--- config.mk ---
export PLATFORM = sky130hd
export DESIGN_NAME = c_reg_piso_v5_0
export DESIGN_NICKNAME = d
export VERILOG_FILES = /design/src/rtl/c_piso_pkg.sv /design/src/rtl/c_piso_cnt_v5_0.sv /design/src/rtl/c_reg_piso_v5_0.sv
export SDC_FILE = /design/constraint.sdc
export NUM_CORES = 1
export LEC_CHECK = 0
export CORE_UTILIZATION = 47
export DETAILED_ROUTE_END_ITERATION = 16
export GPL_TIMING_DRIVEN = 0
export PLACE_DENSITY = 0.88
export SLEW_MARGIN = 20
export SYNTH_ARGS = -nofsm -noshare
export SYNTH_HDL_FRONTEND = slang
export SYNTH_SLANG_ARGS = --single-unit
--- constraint.sdc ---
create_clock -name CLK -period 1.7 [get_ports CLK]
set_input_delay 0.255 -clock CLK [delete_from_list [all_inputs] [get_ports CLK]]
set_output_delay 0.255 -clock CLK [all_outputs]
set_load 0.1 [all_outputs]
--- src/rtl/c_piso_pkg.sv ---
// Shared types and helpers for the parallel-in/serial-out unload register.
package c_piso_pkg;

  typedef enum logic {
    ST_IDLE  = 1'b0,
    ST_SHIFT = 1'b1
  } piso_state_t;

  // Enable-priority selection shared with the rest of the baseblocks family.
  localparam int c_override    = 0;
  localparam int c_no_override = 1;

  // Ceiling log2, never narrower than one bit.
  function automatic int clog2(input int value);
    int result;
    result = 0;
    while ((1 << result) < value) result++;
    return (result < 1) ? 1 : result;
  endfunction

endpackage

--- src/rtl/c_piso_cnt_v5_0.sv ---
// Bit counter for the PISO unload register: saturates at C_WIDTH-1 and flags it.
module c_piso_cnt_v5_0
  import c_piso_pkg::*;
#(
  parameter int C_WIDTH = 16
) (
  input  logic i_clk,
  input  logic i_rst_n,
  input  logic i_clr,
  input  logic i_inc,
  output logic o_tc
);

  localparam int CW = clog2(C_WIDTH);
  localparam logic [CW-1:0] P_TC = CW'(C_WIDTH - 1);

  logic [CW-1:0] r_cnt;

  always_ff @(posedge i_clk or negedge i_rst_n) begin
    if (!i_rst_n) begin
      r_cnt <= '0;
    end else if (i_clr) begin
      r_cnt <= '0;
    end else if (i_inc && (r_cnt != P_TC)) begin
      r_cnt <= r_cnt + CW'(1);
    end
  end

  assign o_tc = (r_cnt == P_TC);

endmodule

--- src/rtl/c_reg_piso_v5_0.sv ---
// Parallel-in/serial-out unload register with valid/ready on both sides,
// optional clock enable and synchronous clear, zero-bubble word reloads.
module c_reg_piso_v5_0
  import c_piso_pkg::*;
#(
  parameter int   C_WIDTH       = 16,
  parameter int   C_MSB_FIRST   = 1,
  parameter int   C_HAS_CE      = 0,
  parameter int   C_HAS_SCLR    = 0,
  parameter int   C_SYNC_ENABLE = 0,
  parameter logic C_IDLE_VAL    = 1'b0
) (
  input  logic               CLK,
  input  logic               ACLR_N,
  input  logic               CE,
  input  logic               SCLR,
  input  logic [C_WIDTH-1:0] D,
  input  logic               LD_VALID,
  output logic               LD_READY,
  output logic               SOUT,
  output logic               SOUT_VALID,
  input  logic               SOUT_READY,
  output logic               SOUT_LAST,
  output logic               BUSY
);

  localparam logic P_CE_USED        = (C_HAS_CE != 0);
  localparam logic P_SCLR_USED      = (C_HAS_SCLR != 0);
  localparam logic P_SCLR_NEEDS_CE  = (C_SYNC_ENABLE != c_override);

  piso_state_t        r_state, w_state_nxt;
  logic [C_WIDTH-1:0] r_shift, w_shift_nxt, w_shifted;
  logic               w_ce, w_sclr, w_busy, w_xfer, w_load, w_tc;
  logic               w_ld_ready, w_cnt_clr, w_cnt_inc, w_out_bit;

  // Unused CE/SCLR ports are masked rather than dropped so the port list stays fixed.
  assign w_ce   = CE | ~P_CE_USED;
  assign w_sclr = SCLR & P_SCLR_USED & (w_ce | ~P_SCLR_NEEDS_CE);

  assign w_busy     = (r_state == ST_SHIFT);
  assign w_xfer     = w_busy & SOUT_READY & w_ce;
  assign w_ld_ready = w_ce & ~w_sclr & (~w_busy | (w_xfer & w_tc));
  assign w_load     = LD_VALID & w_ld_ready;

  assign w_shifted = (C_MSB_FIRST != 0) ? {r_shift[C_WIDTH-2:0], 1'b0}
                                        : {1'b0, r_shift[C_WIDTH-1:1]};
  assign w_out_bit = (C_MSB_FIRST != 0) ? r_shift[C_WIDTH-1] : r_shift[0];

  c_piso_cnt_v5_0 #(
    .C_WIDTH (C_WIDTH)
  ) u_cnt (
    .i_clk   (CLK),
    .i_rst_n (ACLR_N),
    .i_clr   (w_cnt_clr),
    .i_inc   (w_cnt_inc),
    .o_tc    (w_tc)
  );

  always_comb begin
    w_state_nxt = r_state;
    w_shift_nxt = r_shift;
    w_cnt_clr   = 1'b0;
    w_cnt_inc   = 1'b0;
    if (w_sclr) begin
      w_state_nxt = ST_IDLE;
      w_shift_nxt = '0;
      w_cnt_clr   = 1'b1;
    end else if (w_load) begin
      // Covers both the idle load and the reload on the final-bit transfer.
      w_state_nxt = ST_SHIFT;
      w_shift_nxt = D;
      w_cnt_clr   = 1'b1;
    end else if (w_xfer) begin
      w_shift_nxt = w_shifted;
      if (w_tc) begin
        w_state_nxt = ST_IDLE;
        w_cnt_clr   = 1'b1;
      end else begin
        w_cnt_inc = 1'b1;
      end
    end
  end

  always_ff @(posedge CLK or negedge ACLR_N) begin
    if (!ACLR_N) begin
      r_state <= ST_IDLE;
      r_shift <= '0;
    end else begin
      r_state <= w_state_nxt;
      r_shift <= w_shift_nxt;
    end
  end

  assign LD_READY   = w_ld_ready;
  assign BUSY       = w_busy;
  assign SOUT_VALID = w_busy;
  assign SOUT_LAST  = w_busy & w_tc;
  assign SOUT       = w_busy ? w_out_bit : C_IDLE_VAL;

endmodule
# [Word-level counts from Yosys, hierarchy flattened]
# Cells that the tools add are included.
[word_totals] register_bits=21 input_bits=22 out_inout_bits=5 word_cells=31
[op_classes] n_addsub=1 eq_ne=2 muxes=14 bitwise=6 n_reduce_logical=5
[op_table] operator="$mux 16" n=2
[op_table] operator="$mux 1" n=10
[op_table] operator="$mux 4" n=2
[op_table] operator="$reduce_bool 2->1" n=3
[op_table] operator="$add 4x1->4 const B" n=1
[op_table] operator="$and 1x1->1" n=4
[op_table] operator="$eq 4x4->1 const B" n=1
[op_table] operator="$ne 4x4->1 const B" n=1
[op_table] operator="$reduce_and 2->1" n=1
[op_table] operator="$logic_and 1x1->1" n=1
[op_table] operator="$not 1->1" n=1
[op_table] operator="$or 1x1->1" n=1

# [Logic depth before layout (Yosys ltp)]
[depth] word_depth=8 mapped_depth=5 ltp_nobuf=4

# [Cells and area by module]
# Synthesis repeated with hierarchy kept, for this count alone.
[hier_totals] cells_unflattened=101 area_unflattened_um2=1064.8
[by_module_without_submodules] mod="c_reg_piso_v5_0" instances=1 cells_each=81 area_per_inst_um2=835.8 seq_area_each_um2=425.4
[by_module_without_submodules] mod="c_piso_cnt_v5_0" instances=1 cells_each=20 area_per_inst_um2=229.0 seq_area_each_um2=100.1

# [Worst setup path before layout]
# OpenSTA, ideal clock, no wires.
[synth_timing] path_kind="register -> output" startpoint="reg r_state (netlist: BUSY)" endpoint="out SOUT" arrival_ns=1.974 path_slack_ns=-0.529 stages_incl_launch_ff=3 cell_sequence="dfrtp_1 -> buf_4 -> and2_1"
[synth_via] elab_chain_len=1
[synth_rtl] item="start, declared" line="c_reg_piso_v5_0.sv:31" source="piso_state_t r_state, w_state_nxt;"
[synth_rtl] item="start signal, assigned" line="c_reg_piso_v5_0.sv:89" source="r_state <= w_state_nxt;"
[synth_rtl] item="$mux 1" line="c_reg_piso_v5_0.sv:98" source="assign SOUT = w_busy ? w_out_bit : C_IDLE_VAL;"
[synth_rtl] item="end, declared" line="c_reg_piso_v5_0.sv:20" source="output logic SOUT,"
# Every way passes these cells.

# [Worst setup path after layout]
[layout_timing] startpoint="reg u_cnt.r_cnt[1]" endpoint="out SOUT_LAST"
[layout_via] elab_chain_len=2
[layout_rtl] item="start, declared" line="c_piso_cnt_v5_0.sv:17" source="logic [CW-1:0] r_cnt;"
[layout_rtl] item="start signal, assigned" line="c_piso_cnt_v5_0.sv:25" source="r_cnt <= r_cnt + CW'(1);"
[layout_rtl] item="$eq 4x4->1" line="c_piso_cnt_v5_0.sv:29" source="assign o_tc = (r_cnt == P_TC);"
[layout_rtl] item="$and 1x1->1" line="c_reg_piso_v5_0.sv:97" source="assign SOUT_LAST = w_busy & w_tc;"
[layout_rtl] item="end, declared" line="c_reg_piso_v5_0.sv:23" source="output logic SOUT_LAST,"
# Every way passes these cells.

==> flow_metrics.env <==
export IMPL_die_h_um=48.32
export IMPL_cts_hold_buffers_added=0
export IMPL_grt_pass1_vias=741
export IMPL_routed_via_density=5.810
export IMPL_synth_area_leader_cell="dfrtp_1"
export IMPL_synth_flop_cell="dfrtp_1"
export IMPL_drt_iter0_markers=32
export IMPL_synthTopCellsByCount="21 x dfrtp_1, 17 x and2_1, 15 x a221o_1"
export IMPL_cts_buffers=3
export IMPL_fp_coreArea_um2=1982
export IMPL_mappedNetlistArea_um2=1008
export IMPL_diodes=0
export IMPL_cp_start_kind="flip-flop"
export IMPL_hold_path_class="in -> async"
export IMPL_synth_seq_area_share_pct=52.11
export IMPL_synthTopCellsByArea="dfrtp_1 52%, a221o_1 15%, and2_1 11%"
export IMPL_min_period_ps=1674
export IMPL_use_met2_pct=28.17
export IMPL_slew_headroom_pct=38.60
export IMPL_num_io_pins=27
export IMPL_synthArstFlopShare_pct=100.0
export IMPL_port_buffers=24
export IMPL_drv_cap=0
export IMPL_reg2reg_from="u_cnt.r_cnt[1]"
export IMPL_worstSkewPairLatency_ps=310
export IMPL_synth_seq_cells=21
export IMPL_setup_viol_count_final=0
export IMPL_top_usage_layer="met2"
export IMPL_drive_above_1_share_pct=21.74
export IMPL_cp_slowest_stage_delay_ps=440
export IMPL_power_density_nw_per_um2=1404
export IMPL_path_clk_slew_ps=120
export IMPL_timing_rr_end="r_shift[6]"
export IMPL_cts_num_sinks=21
export IMPL_grt_max_degree=22
export IMPL_peakVddDrop_mv=0.8566
export IMPL_r2r_slack_ps=80
export IMPL_finalClockSkew_ps=11.81
export IMPL_synthesis_nets=107
export IMPL_postSynthAreaPerCell_um2=12.01
export IMPL_placed_area_um2=1289
export IMPL_cellLeakagePower_nw=0.6019
export IMPL_path_class="reg -> out"
export IMPL_power_mw=1.919
export IMPL_gr_usage_met3_pct=4.403
export IMPL_stdcell_area_um2=1366
export IMPL_hold_violations=0
export IMPL_wire_per_inst_um=15.86
export IMPL_num_vias=825
export IMPL_rr_worst_depth=6
export IMPL_crit_chain="ha_4, and3_4, and2_4, buf_12"
export IMPL_use_met1_pct=26.23
export IMPL_place_gp_congestion=0.7341
export IMPL_grt_pass1_wl_um=3429
export IMPL_antenna_found_initial=0
export IMPL_hpwl_um=1432
export IMPL_max_freq_mhz=597.3
export IMPL_synthCells=84
export IMPL_ys_types=22
export IMPL_die_w_um=48.32
export IMPL_htreeDepth=1
export IMPL_crit_path_max_fanout=4
export IMPL_drc=0
export IMPL_area_growth_pct=35.48
export IMPL_worst_slew_pin_slew_ps=918.1
export IMPL_rows=16
export IMPL_worstSetupEndpointType="output pin"
export IMPL_cpMaxStageDelayCell="dfrtp_1"
export IMPL_wl_um=2252
export IMPL_synth_top_area_share_pct=52.11
export IMPL_yosys_warnings=0
export IMPL_maxSlewViolCount=0
export IMPL_clock_root_buffer="clkbuf_4"
export IMPL_synth_most_common_cell="dfrtp_1"
export IMPL_status="complete, no violations"
export IMPL_timing_hold_ws_ps=443.6
export IMPL_firstDrtPassIters=4
export IMPL_cts_tree="yes"
export IMPL_synth_edf_count=0
export IMPL_clockBufferDepth=2
export IMPL_period_share_pct=98.48
export IMPL_antenna_left=0
export IMPL_cp_required_ps=1440
export IMPL_arrival_ps=1420
export IMPL_grt_overflow_total=0
export IMPL_fin_nets=139
export IMPL_start_util_pct=50.88
export IMPL_grtUsageTotal_pct=19.15
export IMPL_fin_util_pct=68.94
export IMPL_die_area_um2=2335
## flip-flops by register name, summed over array words and instances (netlist names)
| register | flops |
|---|---|
| r_shift | 16 |
| u_cnt.r_cnt | 4 |
| BUSY | 1 |
## layer usage
metal	part of all wire, %	wire length [um]
met2	48	1072
met4	0.93	21
met5	0	0
met1	47	1060
met3	4.3	97
## cells in the final DEF, fill, tap and decap left out
cell	n
o31ai_1	1
buf_12	1
nor2b_1	1
a221o_1	15
buf_2	1
dfrtp_2	1
nand4_1	2
or3_1	1
buf_8	1
dfrtp_1	20
nand2_2	1
clkdlybuf4s50_1	19
o21ai_0	4
nand3_1	3
and2_2	1
nand2_1	3
a22o_1	2
xnor2_1	1
nor2_1	1
buf_4	5
clkbuf_1	1
and2_4	1
and3_4	1
clkbuf_4	4
buf_6	2
mux2i_2	1
a21oi_4	1
clkdlybuf4s15_2	2
nand2b_1	1
ha_4	1
and2_1	15
a21boi_2	1
## what timing repair did
action,4_1_cts,5_1_grt
pin swaps,1,1
setup endpoints to repair,5,3
gates resized for setup,30,2
setup buffers,0,3
## power by group
group / total (mW) / internal [mW] / switching (mW)
Clock: 0.244 / 0.0916 / 0.152
Sequential: 0.831 / 0.682 / 0.149
Combinational: 0.844 / 0.408 / 0.436
Total: 1.92 / 1.18 / 0.737
## worst max path at each step
| stage | start | endpoint | slack [ps] | cells after the start |
|---|---|---|---|---|
| floorplan | BUSY | r_shift[10] | 10 | 5 |
| detailed placement | SOUT_READY | LD_READY | -800 | 4 |
| finish | u_cnt.r_cnt[1] | SOUT_LAST | 30 | 4 |
| global placement | SOUT_READY | LD_READY | -790 | 4 |
| CTS | u_cnt.r_cnt[0] | SOUT_LAST | -20 | 4 |
| global route | u_cnt.r_cnt[1] | LD_READY | -50 | 4 |
## final cells by class
class	count	area [um^2]
buffer	5	42.54
clock buffer	4	26.28
fill	140	615.6
multi-input combinational	58	459.2
sequential	21	526.8
tap	27	33.78
timing repair buffer	27	277.8
## metrics by stage
stage | instances | TNS [ps] | setup slack, ps
after floorplan | 84 | 0 | 13.63
final | 142 | 0 | 25.85
after detailed placement | 135 | -2698 | -804.1
after global routing | 142 | -63.93 | -52.65
after global placement | 135 | -2274 | -794.7
after CTS | 139 | -22.80 | -22.80
## worst max-delay path: cells and delay by family, from the launching register on
| kind | cells | cell delay (ps) |
|---|---|---|
| adder cells (fa/ha/maj) | 1 | 180 |
| buffers and inverters | 1 | 160 |
| flip-flops | 1 | 440 |
| AND/OR/NAND/NOR | 2 | 330 |
## cells by family after synthesis
kind of cell             count (synthesis)  synth area share, %
multiplexers                             1                1.364
XOR/XNOR                                 1               0.8686
buffers and inverters                    5                4.217
AND/OR/NAND/NOR                         31                18.11
flip-flops                              21                52.11
AO/OA/AOI/OAI                           24                22.09
adder cells (fa/ha/maj)                  1                1.240
Note: power is estimated with default switching activity, not from simulation.
